### config.mk
export PLATFORM = sky130hd
export DESIGN_NAME = data_memory_flat
export DESIGN_NICKNAME = d
export VERILOG_FILES = /design/src/rtl/memory_pkg.sv /design/src/rtl/data_memory_if.sv /design/src/rtl/data_memory_clear_sequencer.sv /design/src/rtl/data_memory.sv /design/src/flat_wrapper.sv
export SDC_FILE = /design/constraint.sdc
export NUM_CORES = 1
export LEC_CHECK = 0
export ABC_AREA = 1
export CORE_UTILIZATION = 45
export CTS_CLUSTER_DIAMETER = 40
export CTS_CLUSTER_SIZE = 16
export DETAILED_ROUTE_END_ITERATION = 10
export REMOVE_ABC_BUFFERS = 1
export SYNTH_ARGS = -nofsm -noshare
export SYNTH_HDL_FRONTEND = slang
export SYNTH_SLANG_ARGS = --single-unit
### constraint.sdc
create_clock -name clk -period 2 [get_ports clk]
set_input_delay 0.2 -clock clk [delete_from_list [all_inputs] [get_ports clk]]
set_output_delay 0.2 -clock clk [all_outputs]
set_load 0.03 [all_outputs]
### src/rtl/memory_pkg.sv
// Shared definitions for the parametrised data memory: FSM states, default
// geometry and a constant-evaluable ceil(log2) helper.
package memory_pkg;

    typedef enum logic [0:0] {
        CLEAR = 1'b0,
        READY = 1'b1
    } mem_state_t;

    localparam int DEF_DATA_W = 8;
    localparam int DEF_ADDR_W = 8;
    localparam int DEF_DEPTH  = 32;

    // ceil(log2(value)); returns 0 for value <= 1
    function automatic int clog2(input int value);
        int result;
        result = 0;
        for (int i = 0; i < 31; i++) begin
            if ((32'sd1 << i) < value) begin
                result = i + 1;
            end
        end
        return result;
    endfunction

endpackage

### src/rtl/data_memory_if.sv
// Request/response bundle between the datapath/controller and data_memory.
interface data_memory_if #(
    parameter int DATA_W = 8,
    parameter int ADDR_W = 8
);
    logic [ADDR_W-1:0] Address;
    logic [DATA_W-1:0] WriteData;
    logic              MemReadEn;
    logic              MemWriteEn;
    logic [DATA_W-1:0] ReadData;
    logic              ReadValid;
    logic              Busy;
    logic              AddrError;

    modport master (
        output Address, WriteData, MemReadEn, MemWriteEn,
        input  ReadData, ReadValid, Busy, AddrError
    );

    modport slave (
        input  Address, WriteData, MemReadEn, MemWriteEn,
        output ReadData, ReadValid, Busy, AddrError
    );
endinterface

### src/rtl/data_memory_clear_sequencer.sv
// Post-reset clear sequencer: walks every word once, writing zero, then
// releases the memory to the user port.
module clear_sequencer
    import memory_pkg::*;
#(
    parameter int DEPTH = DEF_DEPTH,
    parameter int IW    = 5
) (
    input  logic          clk,
    input  logic          rst,
    output logic          busy,
    output logic [IW-1:0] clr_addr,
    output logic          clr_we
);
    localparam int IDX_W = clog2(DEPTH) + 1;

    mem_state_t       state_r, state_s;
    logic [IDX_W-1:0] clr_idx_r, clr_idx_s;
    logic             clr_we_s;

    // state and index registers
    always_ff @(posedge clk) begin
        if (rst) begin
            state_r   <= CLEAR;
            clr_idx_r <= '0;
        end else begin
            state_r   <= state_s;
            clr_idx_r <= clr_idx_s;
        end
    end

    // next-state and clear write strobe
    always_comb begin
        state_s   = state_r;
        clr_idx_s = clr_idx_r;
        clr_we_s  = 1'b0;
        case (state_r)
            CLEAR: begin
                clr_we_s = 1'b1;
                if (clr_idx_r == IDX_W'(DEPTH - 1)) begin
                    state_s   = READY;
                    clr_idx_s = '0;
                end else begin
                    clr_idx_s = clr_idx_r + IDX_W'(1);
                end
            end
            READY: begin
                clr_we_s = 1'b0;
            end
            default: begin
                state_s   = CLEAR;
                clr_idx_s = '0;
            end
        endcase
    end

    assign busy     = (state_r == CLEAR);
    assign clr_we   = clr_we_s;
    assign clr_addr = clr_idx_r[IW-1:0];

endmodule

### src/rtl/data_memory.sv
// Parametrised single-port data memory with registered read, post-reset clear
// and range checking. Optional macro DATA_MEMORY_WRITE_BYPASS_EN selects
// write-first forwarding on a same-cycle same-address read+write.
module data_memory
    import memory_pkg::*;
#(
    parameter int DATA_W = DEF_DATA_W,
    parameter int ADDR_W = DEF_ADDR_W,
    parameter int DEPTH  = DEF_DEPTH
) (
    input  logic           clk,
    input  logic           rst,
    data_memory_if.slave   bus
);
    localparam int IW = (clog2(DEPTH) > 0) ? clog2(DEPTH) : 1;

    logic [DATA_W-1:0] mem_r [DEPTH];
    logic [DATA_W-1:0] read_data_r;
    logic              read_valid_r;
    logic              addr_error_r;

    logic              busy_s;
    logic [IW-1:0]     clr_addr_s;
    logic              clr_we_s;
    logic              in_range_s;
    logic [IW-1:0]     user_idx_s;
    logic              we_s;
    logic [IW-1:0]     widx_s;
    logic [DATA_W-1:0] wdata_s;

    clear_sequencer #(
        .DEPTH (DEPTH),
        .IW    (IW)
    ) u_clear_sequencer (
        .clk      (clk),
        .rst      (rst),
        .busy     (busy_s),
        .clr_addr (clr_addr_s),
        .clr_we   (clr_we_s)
    );

    // full-width compare so high address bits never alias into the array
    assign in_range_s = ({1'b0, bus.Address} < (ADDR_W + 1)'(DEPTH));
    assign user_idx_s = IW'(bus.Address);

    // storage write-port mux: clear sequencer owns the array while busy
    always_comb begin
        we_s    = 1'b0;
        widx_s  = '0;
        wdata_s = '0;
        if (busy_s) begin
            we_s    = clr_we_s;
            widx_s  = clr_addr_s;
            wdata_s = '0;
        end else begin
            we_s    = bus.MemWriteEn && in_range_s;
            widx_s  = user_idx_s;
            wdata_s = bus.WriteData;
        end
    end

    // storage array write
    always_ff @(posedge clk) begin
        if (!rst && we_s) begin
            mem_r[widx_s] <= wdata_s;
        end
    end

    // registered read data and status pulses
    always_ff @(posedge clk) begin
        if (rst) begin
            read_data_r  <= '0;
            read_valid_r <= 1'b0;
            addr_error_r <= 1'b0;
        end else begin
            read_valid_r <= 1'b0;
            addr_error_r <= 1'b0;
            if (!busy_s) begin
                if ((bus.MemReadEn || bus.MemWriteEn) && !in_range_s) begin
                    addr_error_r <= 1'b1;
                end else if (bus.MemReadEn) begin
                    read_valid_r <= 1'b1;
`ifdef DATA_MEMORY_WRITE_BYPASS_EN
                    if (bus.MemWriteEn) begin
                        read_data_r <= bus.WriteData;
                    end else begin
                        read_data_r <= mem_r[user_idx_s];
                    end
`else
                    read_data_r <= mem_r[user_idx_s];
`endif
                end
            end
        end
    end

    assign bus.ReadData  = read_data_r;
    assign bus.ReadValid = read_valid_r;
    assign bus.AddrError = addr_error_r;
    assign bus.Busy      = busy_s;

endmodule

### src/flat_wrapper.sv
// flat-port wrapper written by rule: the top's interface ports become plain ports
module data_memory_flat import memory_pkg::*;
#(
    parameter int DATA_W = DEF_DATA_W,
    parameter int ADDR_W = DEF_ADDR_W,
    parameter int DEPTH  = DEF_DEPTH
)
  (clk, rst, bus_Address, bus_WriteData, bus_MemReadEn, bus_MemWriteEn, bus_ReadData, bus_ReadValid, bus_Busy, bus_AddrError);
  data_memory_if #(.DATA_W(DATA_W), .ADDR_W(ADDR_W)) bus_i ();
  input  logic clk;
  input  logic rst;
  input wire logic [$bits(bus_i.Address)-1:0] bus_Address;
  input wire logic [$bits(bus_i.WriteData)-1:0] bus_WriteData;
  input wire logic [$bits(bus_i.MemReadEn)-1:0] bus_MemReadEn;
  input wire logic [$bits(bus_i.MemWriteEn)-1:0] bus_MemWriteEn;
  output wire logic [$bits(bus_i.ReadData)-1:0] bus_ReadData;
  output wire logic [$bits(bus_i.ReadValid)-1:0] bus_ReadValid;
  output wire logic [$bits(bus_i.Busy)-1:0] bus_Busy;
  output wire logic [$bits(bus_i.AddrError)-1:0] bus_AddrError;
  assign bus_i.Address = bus_Address;
  assign bus_i.WriteData = bus_WriteData;
  assign bus_i.MemReadEn = bus_MemReadEn;
  assign bus_i.MemWriteEn = bus_MemWriteEn;
  assign bus_ReadData = bus_i.ReadData;
  assign bus_ReadValid = bus_i.ReadValid;
  assign bus_Busy = bus_i.Busy;
  assign bus_AddrError = bus_i.AddrError;
  data_memory #(.DATA_W(DATA_W), .ADDR_W(ADDR_W), .DEPTH(DEPTH)) u_core (.clk(clk), .rst(rst), .bus(bus_i));
endmodule
==> results.json <==
{
  "status": "finished, final reports clean",
  "reg2regPathDepth": 8,
  "synthArstFlopShare_pct": 0,
  "crit_start": "u_core.u_clear_sequencer.state_r",
  "clock_path_buffers": 3,
  "holdWs_ns": 0.299,
  "grt_pass1_wl_mm": 43.7,
  "num_vias": 7577,
  "pwr-share-seq_pct": 46.6,
  "cts.sinks": 273,
  "synth_edf_count": 256,
  "critPathSlowestCell": "dfxtp_1",
  "cpLargestDelayFamily": "buffers and inverters",
  "die_area_um2": 25800,
  "synth_most_common_cell": "nand2_1",
  "leakage_nw": 5.18,
  "synth_seq_cells": 273,
  "cap_violations": 0,
  "hold_viol_final": 0,
  "ant_nets": 0,
  "skew_ns": 0.0165,
  "first_pass_iters": 5,
  "yosysSeqAreaShare_pct": 71.0,
  "synthCells": 1000,
  "synth_top_area_share_pct": 68.0,
  "rrSetupSlack_ns": 0.12,
  "htreeDepth": 2,
  "port_buffers": 30,
  "via_per_inst": 5.24,
  "fp.dieH_um": 160,
  "cts-buffers-inserted": 36,
  "hpwlAfterDp_mm": 17.4,
  "drc": 0,
  "yosys-top-cells-count": "nand2_1, edfxtp_1, nand3_1",
  "drive_gt1_share_pct": 13.7,
  "hp-start": "bus_MemReadEn",
  "nNetsFinal": 1115,
  "drv_slew": 0,
  "yosysTopAreaCell": "edfxtp_1",
  "grt_pass1_vias": 7474,
  "multi_input_area_um2": 2810,
  "critPathArrivalTime_ns": 2.10,
  "critical_path_depth": 8,
  "maxSlewHeadroom_pct": 51.5,
  "startpoint_type": "flip-flop",
  "yosysWarnings": 0,
  "place_area_um2": 12400,
  "yosysUniqueCellTypes": 26,
  "die_w_um": 160,
  "fillers": 2099,
  "finalCritPeriodShare_pct": 94.1,
  "crit_top_cell": "buf_4",
  "diodes": 0,
  "p_int_mw": 10.4,
  "required_ns": 2.22,
  "max_stage_delay_ns": 0.44,
  "stdcell_area_um2": 13600,
  "regArea_um2": 8030,
  "hold_path.class": "in -> reg",
  "drtIter0Drc": 723,
  "clock_latency_ns": 0.51,
  "cp_max_fo": 8,
  "boundaryPins": 31,
  "setup_tns_ns": 0,
  "avgSynthCellArea_um2": 11.3,
  "power_per_cell_area_nw_per_um2": 981,
  "cts-root-buf": "clkbuf_16",
  "ir_worst_vdd_mv": 0.747,
  "core_area_um2": 24500,
  "globalplace.congestion": 0.901,
  "grt-ovfl-total": 0,
  "crit_type": "reg -> reg",
  "syn_area_um2": 11300,
  "initial_core_util_pct": 46.2,
  "antenna_found_initial": 0,
  "switching_share_pct": 21.8,
  "area_growth_pct": 20.3,
  "r2r_start": "u_core.u_clear_sequencer.state_r",
  "cts_setup_buffers": 0,
  "switchingPower_mw": 2.91,
  "wirelength_mm": 28.5,
  "hold_buffers": 0,
  "ys_dominant_reg_cell": "edfxtp_1",
  "endpoint_kind": "flip-flop",
  "rsz0062_at_grt": "no",
  "worstPathCellList": "buf_4 > nand2_1 > o21ai_1 > buf_4 > nand3_2 > buf_4 > nor2_1 > buf_4",
  "worstPathBufferInverterCount": 4,
  "path_clk_slew_ns": 0.05,
  "holdPathStages": 3,
  "wl_per_cell_um": 19.7,
  "grt_max_degree": 81,
  "max_freq_mhz": 531,
  "worstMarginPinSlew_ns": 0.728,
  "setup_viol": 0,
  "combPwrFrac_pct": 5.1,
  "finish.utilization_pct": 55.6,
  "row_count": 57,
  "cts_tree": "built",
  "cts_resized": 2,
  "finalCriticalPeriod_ns": 1.88,
  "clockPowerShare_pct": 48.3,
  "synth.area.top_cells": "edfxtp_1, nand2_1, nand3_1",
  "grt_util_all_layers_pct": 22.7
}
==> cells by family after synthesis <==
logic type,after synthesis,synth area share [%]
simple gates,618,23.1
xor+xnor,2,0.155
flops,273,71.0
buf+inv,78,4.21
compound gates,28,1.39
fa+ha+maj,1,0.111
==> stage by stage <==
step                      instances  power [mW]  worst slack, ns
after floorplan                 944        6.67           -0.495
after global placement         1380        7.00           -0.220
after detailed placement       1380        7.01           -0.269
after CTS                      1446        13.4           0.0978
after global routing           1446        13.7          0.00753
final                          1446        13.3            0.117
==> final cells by class <==
type                    count  area share, %
inverters                  22          0.626
multi-input cells         649           20.7
well taps                 324           2.98
repair buffers            112           7.69
flip-flops and latches    273           59.1
clock buffers              43           7.05
clock inverters            23           1.93
==> metal layers <==
metal  GRT usage (%)  up-vias  routed length (µm)
met3            3.56       49                1520
met5               0        -                   0
li1                -     3666                   -
met1            31.0     3644               12500
met4            6.97        0                 647
met2            37.4      218               13800
==> sequential cells by signal, indices dropped and copies added (netlist names) <==
name,count
u_core.u_clear_sequencer.clr_idx_r,6
u_core.u_clear_sequencer.state_r,1
u_core.mem_r,256
u_core.bus.ReadData,8
u_core.bus.ReadValid,1
u_core.bus.AddrError,1
==> final timing paths <==
check | endpoint
hold / removal | u_core.bus.AddrError
setup reg to reg | u_core.mem_r[9][0]
setup / recovery | u_core.mem_r[9][0]
hold reg to reg | u_core.u_clear_sequencer.clr_idx_r[0]
==> cells in the final DEF, fill, tap and decap left out <==
| master | instances |
|---|---|
| a211oi_1 | 1 |
| a21oi_1 | 11 |
| a21oi_2 | 1 |
| a21oi_4 | 1 |
| buf_12 | 11 |
| buf_2 | 1 |
| buf_4 | 72 |
| bufinv_16 | 4 |
| clkbuf_1 | 5 |
| clkbuf_16 | 37 |
| clkbuf_8 | 1 |
| clkdlybuf4s50_1 | 27 |
| clkinv_1 | 3 |
| clkinv_2 | 4 |
| clkinv_4 | 5 |
| clkinvlp_4 | 1 |
| dfxtp_1 | 17 |
| dlygate4sd2_1 | 1 |
| edfxtp_1 | 256 |
| ha_1 | 1 |
| inv_1 | 18 |
| inv_2 | 2 |
| inv_4 | 1 |
| inv_6 | 6 |
| inv_8 | 1 |
| nand2_1 | 352 |
| nand3_1 | 213 |
| nand3_2 | 2 |
| nor2_1 | 46 |
| nor2_2 | 1 |
| nor3_1 | 1 |
| nor3_2 | 1 |
| nor3b_1 | 1 |
| nor4_1 | 1 |
| o21ai_0 | 10 |
| o21ai_1 | 2 |
| o21ai_2 | 2 |
| xor2_1 | 2 |
==> tightest hold or removal path, stage by stage <==
cell and delay (ns):
clkdlybuf4s50_1 0.42, nor2_1 0.09, nor4_1 0.05
==> power groups by stage <==
stage,logic [mW],registers [mW],clock network (mW)
finish,0.683,6.21,6.45
detailed placement,0.678,6.33,0
CTS,0.680,6.21,6.54
global route,0.753,6.21,6.77
floorplan,0.343,6.33,0
global placement,0.675,6.33,0
No activity file was read; power rests on OpenSTA's default activity.
